--- src/rtl/io_handshake_ctrl_if.sv ---
// Handshake bundle between ControlUnit/board I/O and the IN/OUT/HALT sequencer.
// The master modport drives the instruction flags and board inputs; the slave modport is the controller.
interface io_handshake_ctrl_if;
  logic        input_flag;
  logic        output_flag;
  logic        halt;
  logic        insert;
  logic [14:0] SW;
  logic [31:0] out_data;
  logic        pc_stall;
  logic [31:0] user_input;
  logic [31:0] display_value;
  logic        display_valid;
  logic        halted;
  logic [2:0]  state_dbg;

  modport master (
    output input_flag, output_flag, halt, insert, SW, out_data,
    input  pc_stall, user_input, display_value, display_valid, halted, state_dbg
  );

  modport slave (
    input  input_flag, output_flag, halt, insert, SW, out_data,
    output pc_stall, user_input, display_value, display_valid, halted, state_dbg
  );
endinterface

--- src/rtl/io_handshake_ctrl.sv ---
// Sequences IN/OUT/HALT instructions against the board I/O: stalls the PC for a
// debounced insert press/release on IN, a fixed hold on OUT, and forever on HALT.
//
// state      | meaning
// IDLE       | waiting for an IN/OUT/HALT instruction
// IN_PRESS   | IN pending, waiting for a debounced insert press
// IN_RELEASE | SW latched, waiting for a debounced insert release
// OUT_HOLD   | OUT data latched, holding the PC for the programmed time
// DONE       | one unstalled cycle so the PC moves past the instruction
// HALTED     | core frozen until reset
module io_handshake_ctrl #(
  parameter int DEBOUNCE_CYCLES = 4,
  parameter int OUT_HOLD_CYCLES = 2,
  parameter bit SIGN_EXT        = 1'b0
) (
  input  logic                CLK,
  input  logic                reset,
  io_handshake_ctrl_if.slave  io
);

  localparam int CNT_MAX = (DEBOUNCE_CYCLES > OUT_HOLD_CYCLES) ? DEBOUNCE_CYCLES : OUT_HOLD_CYCLES;
  localparam int CNT_W   = $clog2(CNT_MAX) + 1;
  localparam logic [CNT_W-1:0] DB_LAST = CNT_W'(DEBOUNCE_CYCLES - 1);
  localparam logic [CNT_W-1:0] OH_LAST = CNT_W'(OUT_HOLD_CYCLES - 1);
  localparam logic [CNT_W-1:0] CNT_ONE = CNT_W'(1);

  typedef enum logic [2:0] {
    IDLE       = 3'd0,
    IN_PRESS   = 3'd1,
    IN_RELEASE = 3'd2,
    OUT_HOLD   = 3'd3,
    DONE       = 3'd4,
    HALTED     = 3'd5
  } state_t;

  state_t           state;
  logic [CNT_W-1:0] cnt;
  logic [31:0]      user_input_q;
  logic [31:0]      display_value_q;
  logic             display_valid_q;
  logic [16:0]      sw_ext;

  assign sw_ext = (SIGN_EXT && io.SW[14]) ? 17'h1FFFF : 17'h00000;

  always_ff @(posedge CLK) begin
    if (reset) begin
      state           <= IDLE;
      cnt             <= '0;
      user_input_q    <= '0;
      display_value_q <= '0;
      display_valid_q <= 1'b0;
    end else begin
      case (state)
        IDLE: begin
          cnt <= '0;
          if (io.halt) begin
            state <= HALTED;
          end else if (io.input_flag) begin
            state <= IN_PRESS;
          end else if (io.output_flag) begin
            state           <= OUT_HOLD;
            display_value_q <= io.out_data;
            display_valid_q <= 1'b1;
          end
        end
        IN_PRESS: begin
          if (!io.insert) begin
            cnt <= '0;
          end else if (cnt == DB_LAST) begin
            cnt          <= '0;
            user_input_q <= {sw_ext, io.SW};
            state        <= IN_RELEASE;
          end else begin
            cnt <= cnt + CNT_ONE;
          end
        end
        IN_RELEASE: begin
          // A held key keeps resetting the count, so the core stays stalled.
          if (io.insert) begin
            cnt <= '0;
          end else if (cnt == DB_LAST) begin
            cnt   <= '0;
            state <= DONE;
          end else begin
            cnt <= cnt + CNT_ONE;
          end
        end
        OUT_HOLD: begin
          if (cnt == OH_LAST) begin
            cnt   <= '0;
            state <= DONE;
          end else begin
            cnt <= cnt + CNT_ONE;
          end
        end
        DONE: begin
          cnt   <= '0;
          state <= IDLE;
        end
        HALTED: begin
          cnt <= '0;
        end
        default: begin
          cnt   <= '0;
          state <= IDLE;
        end
      endcase
    end
  end

  always_comb begin
    io.pc_stall = 1'b0;
    if (!reset) begin
      case (state)
        IDLE:                                  io.pc_stall = io.halt | io.input_flag | io.output_flag;
        IN_PRESS, IN_RELEASE, OUT_HOLD, HALTED: io.pc_stall = 1'b1;
        default:                               io.pc_stall = 1'b0;
      endcase
    end
  end

  assign io.user_input    = user_input_q;
  assign io.display_value = display_value_q;
  assign io.display_valid = display_valid_q;
  assign io.halted        = (state == HALTED);
  assign io.state_dbg     = state;

endmodule

--- src/flat_wrapper.sv ---
// flat-port wrapper written by rule: the top's interface ports become plain ports
module io_handshake_ctrl_flat 
#(
  parameter int DEBOUNCE_CYCLES = 4,
  parameter int OUT_HOLD_CYCLES = 2,
  parameter bit SIGN_EXT        = 1'b0
)
  (CLK, reset, io_input_flag, io_output_flag, io_halt, io_insert, io_SW, io_out_data, io_pc_stall, io_user_input, io_display_value, io_display_valid, io_halted, io_state_dbg);
  io_handshake_ctrl_if io_i ();
  input  logic CLK;
  input  logic reset;
  input wire logic [$bits(io_i.input_flag)-1:0] io_input_flag;
  input wire logic [$bits(io_i.output_flag)-1:0] io_output_flag;
  input wire logic [$bits(io_i.halt)-1:0] io_halt;
  input wire logic [$bits(io_i.insert)-1:0] io_insert;
  input wire logic [$bits(io_i.SW)-1:0] io_SW;
  input wire logic [$bits(io_i.out_data)-1:0] io_out_data;
  output wire logic [$bits(io_i.pc_stall)-1:0] io_pc_stall;
  output wire logic [$bits(io_i.user_input)-1:0] io_user_input;
  output wire logic [$bits(io_i.display_value)-1:0] io_display_value;
  output wire logic [$bits(io_i.display_valid)-1:0] io_display_valid;
  output wire logic [$bits(io_i.halted)-1:0] io_halted;
  output wire logic [$bits(io_i.state_dbg)-1:0] io_state_dbg;
  assign io_i.input_flag = io_input_flag;
  assign io_i.output_flag = io_output_flag;
  assign io_i.halt = io_halt;
  assign io_i.insert = io_insert;
  assign io_i.SW = io_SW;
  assign io_i.out_data = io_out_data;
  assign io_pc_stall = io_i.pc_stall;
  assign io_user_input = io_i.user_input;
  assign io_display_value = io_i.display_value;
  assign io_display_valid = io_i.display_valid;
  assign io_halted = io_i.halted;
  assign io_state_dbg = io_i.state_dbg;
  io_handshake_ctrl #(.DEBOUNCE_CYCLES(DEBOUNCE_CYCLES), .OUT_HOLD_CYCLES(OUT_HOLD_CYCLES), .SIGN_EXT(SIGN_EXT)) u_core (.CLK(CLK), .reset(reset), .io(io_i));
endmodule
--- config.mk ---
export PLATFORM = sky130hd
export DESIGN_NAME = io_handshake_ctrl_flat
export DESIGN_NICKNAME = d
export VERILOG_FILES = /design/src/rtl/io_handshake_ctrl_if.sv /design/src/rtl/io_handshake_ctrl.sv /design/src/flat_wrapper.sv
export SDC_FILE = /design/constraint.sdc
export NUM_CORES = 1
export LEC_CHECK = 0
export CORE_MARGIN = 1.5
export CORE_UTILIZATION = 39
export DETAILED_ROUTE_END_ITERATION = 16
export PLACE_DENSITY_LB_ADDON = 0.15
export SLEW_MARGIN = 20
export SYNTH_ARGS = -nofsm -noshare
export SYNTH_HDL_FRONTEND = slang
export SYNTH_SLANG_ARGS = --single-unit
--- constraint.sdc ---
create_clock -name CLK -period 1.9 [get_ports CLK]
set_input_delay 0.38 -clock CLK [delete_from_list [all_inputs] [get_ports CLK]]
set_output_delay 0.38 -clock CLK [all_outputs]
set_load 0.01 [all_outputs]
==> results.md <==
- RSZ-0062 raised after global routing: false
- Clock group share of total power: between 20% and 30%
- Die area: about 6300 sq um
- DR vias: 2091
- Root Driver: clkbuf_8
- Die width: between 70 and 80 microns
- P per Cell Area: about 860 nW/um^2
- Max-Cap Viols: 0
- Initial Utilization: approximately two fifths
- Share of layout cells above drive strength 1: 5.94%
- Clk slew on worst S/H paths: 0.09 ns
- Worst-Margin Slew: 0.559 ns
- Crit path max fanout: 4
- Fin crit share: between 90% and 100%
- Seq pwr share: 43.9%
- Synth top area share: 47.6%
- Peak VDD IR: 0.564 mV
- Utilization after layout: 61.7%
- DRC: 0
- Leak Pwr: 1.26 nW
- Critical Path Slowest Stage Cell: nor4b_4
- Worst Path Required: 2.12 ns
- Antenna-violating nets left: 0
- Final setup vio count: 0
- Gp weighted congestion: 0.752
- Area Overhead vs Synth: 51.2%
- WP buf/inv: 1
- Final hold vios: 0
- Wirelength per Cell: 11.7 microns
- Final nets: 443
- Post-synthesis sequential area ratio: between 40 and 50%
- Die Ht: 79.4 microns
- Drt first pass iters: 4
- Top_reg_cell synth: dfxtp_1
- Initial antenna violation count: 0
- Crit Path Class: flop to flop
- Most common cell on crit path: ha_1
- Hold slack: 0.455 ns
- IO Count: 123
- P_int: 2.11 mW
- P_sw: 0.834 mW
- Sequential cell area: 1080 sq um
- Synth Instances: 285
- Gr usage total: 16.4%
- Global-route wire length before repair: 8120 microns
- Syn_area_per_cell: 7.98 sq um
- Clock skew: 0.00714 ns
- Post-DR vias/cell: 4.56
- CP Launch Type: flop
- YS warnings: 0
- Comb pwr share: 29.0%
- Mapped Area: roughly 2300 sq um
- Net Sw Frac: around 28%
- FFs w/ async S/R, synth: 0%
- Vias in the first global route: 1743
- Routed Wire Length: between 5000 and 6000 microns
- CTS sink cnt: 54
- Arrival time worst endpoint: 1.99 ns
- Pins Over Slew Limit: 0
- IO buf count: 105
- Yosys reg bits: 54
- Num CTS Buffers: 5
- Total gr overflow: 0
- Core Rows: 27
- Worst-path cell chain: ha_1, ha_1, inv_1, o21a_1, nor4b_4, mux2i_1
- Fin crit period: 1.78 ns
- DP HPWL: 3750 microns
- Pin count of the biggest net entering global routing: 55
- Number of flops mapped to enable cells by yosys: 0
- Power Total: roughly 2.9 mW
- Layout filler cell count: 513
- Dominant cells by area after synthesis: dfxtp_1, nand2_1, a21oi_1
- TritonCTS clock tree: done
- Skew-Pair Late Insertion Delay: approximately 0.30 ns
- DRT iter0 DRCs: 83
- Core area: 5570 sq um
- Max Fclk: 562 MHz
- Crit path capture type: flop
- CTS max path bufs: 2
- Largest area contributor in the netlist: dfxtp_1
- Max incr delay on CP: 0.38 ns
- Htree depth: 2
- Multi-input gate area: between 900 and 1000 sq um
- Library cells used by synthesis: 32
- Hold_buf cts: 0
- Worst Hold Class: flop to flop
- CP top delay family: adder cells
- Max transition margin: 62.7%
- Status: completed
- Antenna diode count: 0
==> sequential cells by signal (all words and copies together) (netlist names) <==
| name | flops |
|---|---|
| u_core.cnt | 3 |
| u_core.io.state_dbg | 3 |
| u_core.io.user_input | 15 |
| u_core.io.display_valid | 1 |
| u_core.io.display_value | 32 |
==> metrics by stage <==
step,cell area [sq um],std cells,setup WS (ns),setup TNS [ns]
after floorplan,2330,301,0.368,0
after global placement,3320,451,-0.224,-0.224
after detailed placement,3320,451,-0.210,-0.210
after CTS,3440,459,0.0434,0
after global routing,3440,459,0.0532,0
final,3440,459,0.122,0
==> worst reg2reg max path, stage by stage, from the launching register on <==
cell and delay [ns]:
dfxtp_1 0.37, ha_1 0.18, ha_1 0.22, inv_1 0.08
o21a_1 0.20, nor4b_4 0.38, mux2i_1 0.28
==> cells by family after synthesis <==
family	count (synthesis)	synth area share, %
adder cells (fa/ha/maj)	4	2.20
AO/OA/AOI/OAI	56	12.9
buffers and inverters	41	11.5
multiplexers	3	1.32
AND/OR/NAND/NOR	126	24.4
flip-flops	54	47.6
other	1	0.165
==> path summary, 6_finish.rpt <==
kind	depth (start not counted)	endpoint	slack [ns]	start
worst min register to register	2	u_core.io.user_input[7]$_SDFFE_PP0P_	0.45	u_core.io.user_input[7]$_SDFFE_PP0P_
worst max register to register	6	u_core.io.state_dbg[0]$_SDFFE_PP0P_	0.12	u_core.cnt[0]$_SDFF_PP0_
worst min-delay path	2	u_core.io.user_input[7]$_SDFFE_PP0P_	0.45	u_core.io.user_input[7]$_SDFFE_PP0P_
worst max-delay path	6	u_core.io.state_dbg[0]$_SDFFE_PP0P_	0.12	u_core.cnt[0]$_SDFF_PP0_
==> synthesized netlist by cell type (3+ instances only) <==
library cell	n
nor2_1	9
dfxtp_1	54
buf_2	5
a21oi_1	48
inv_1	5
buf_6	4
ha_1	4
nor3_1	4
nand2_1	95
buf_4	19
clkbuf_1	8
o21ai_0	4
mux2i_1	3
==> cells in the final DEF (no fill, tap or decap), types with 2 or more instances in the layout <==
cell type        count
dfxtp_1             53
a21oi_1             48
buf_12               2
clkbuf_8             6
conb_1              17
nand2b_1             2
a21oi_2              2
inv_1                5
buf_4                7
ha_1                 4
o21ai_0              4
nand2_1             95
clkdlybuf4s50_1    102
or2b_1               2
nor3_1               4
nand3b_1             2
nor2_1               9
mux2i_1              3
==> repair_timing <==
item,CTS,global route
setup endpoints to repair,2,1
pin swaps,1,1
gates resized for setup,5,1
setup buffers,0,0
==> routing by layer <==
layer,global-route usage (%),wire [microns]
met4,5.26,63
met1,20.9,2430
met2,26.2,2450
met3,5.06,430
met5,0,0
==> layout make-up <==
cell class	count	share of cell area, %
repair buffers	114	32.9
flip-flops and latches	54	31.6
multi-input cells	206	28.8
well taps	72	2.62
clock buffers	6	2.40
clock inverters	2	1.13
inverters	5	0.546
==> power groups by stage <==
| stage | sequential [mW] | clock (mW) | combinational [mW] |
|---|---|---|---|
| detailed placement | 1.32 | 0 | 0.858 |
| finish | 1.29 | 0.800 | 0.855 |
| CTS | 1.29 | 0.837 | 0.856 |
| floorplan | 1.33 | 0 | 0.492 |
| global route | 1.31 | 0.875 | 0.923 |
| global placement | 1.31 | 0 | 0.859 |
(Power assumes the default switching activity.)
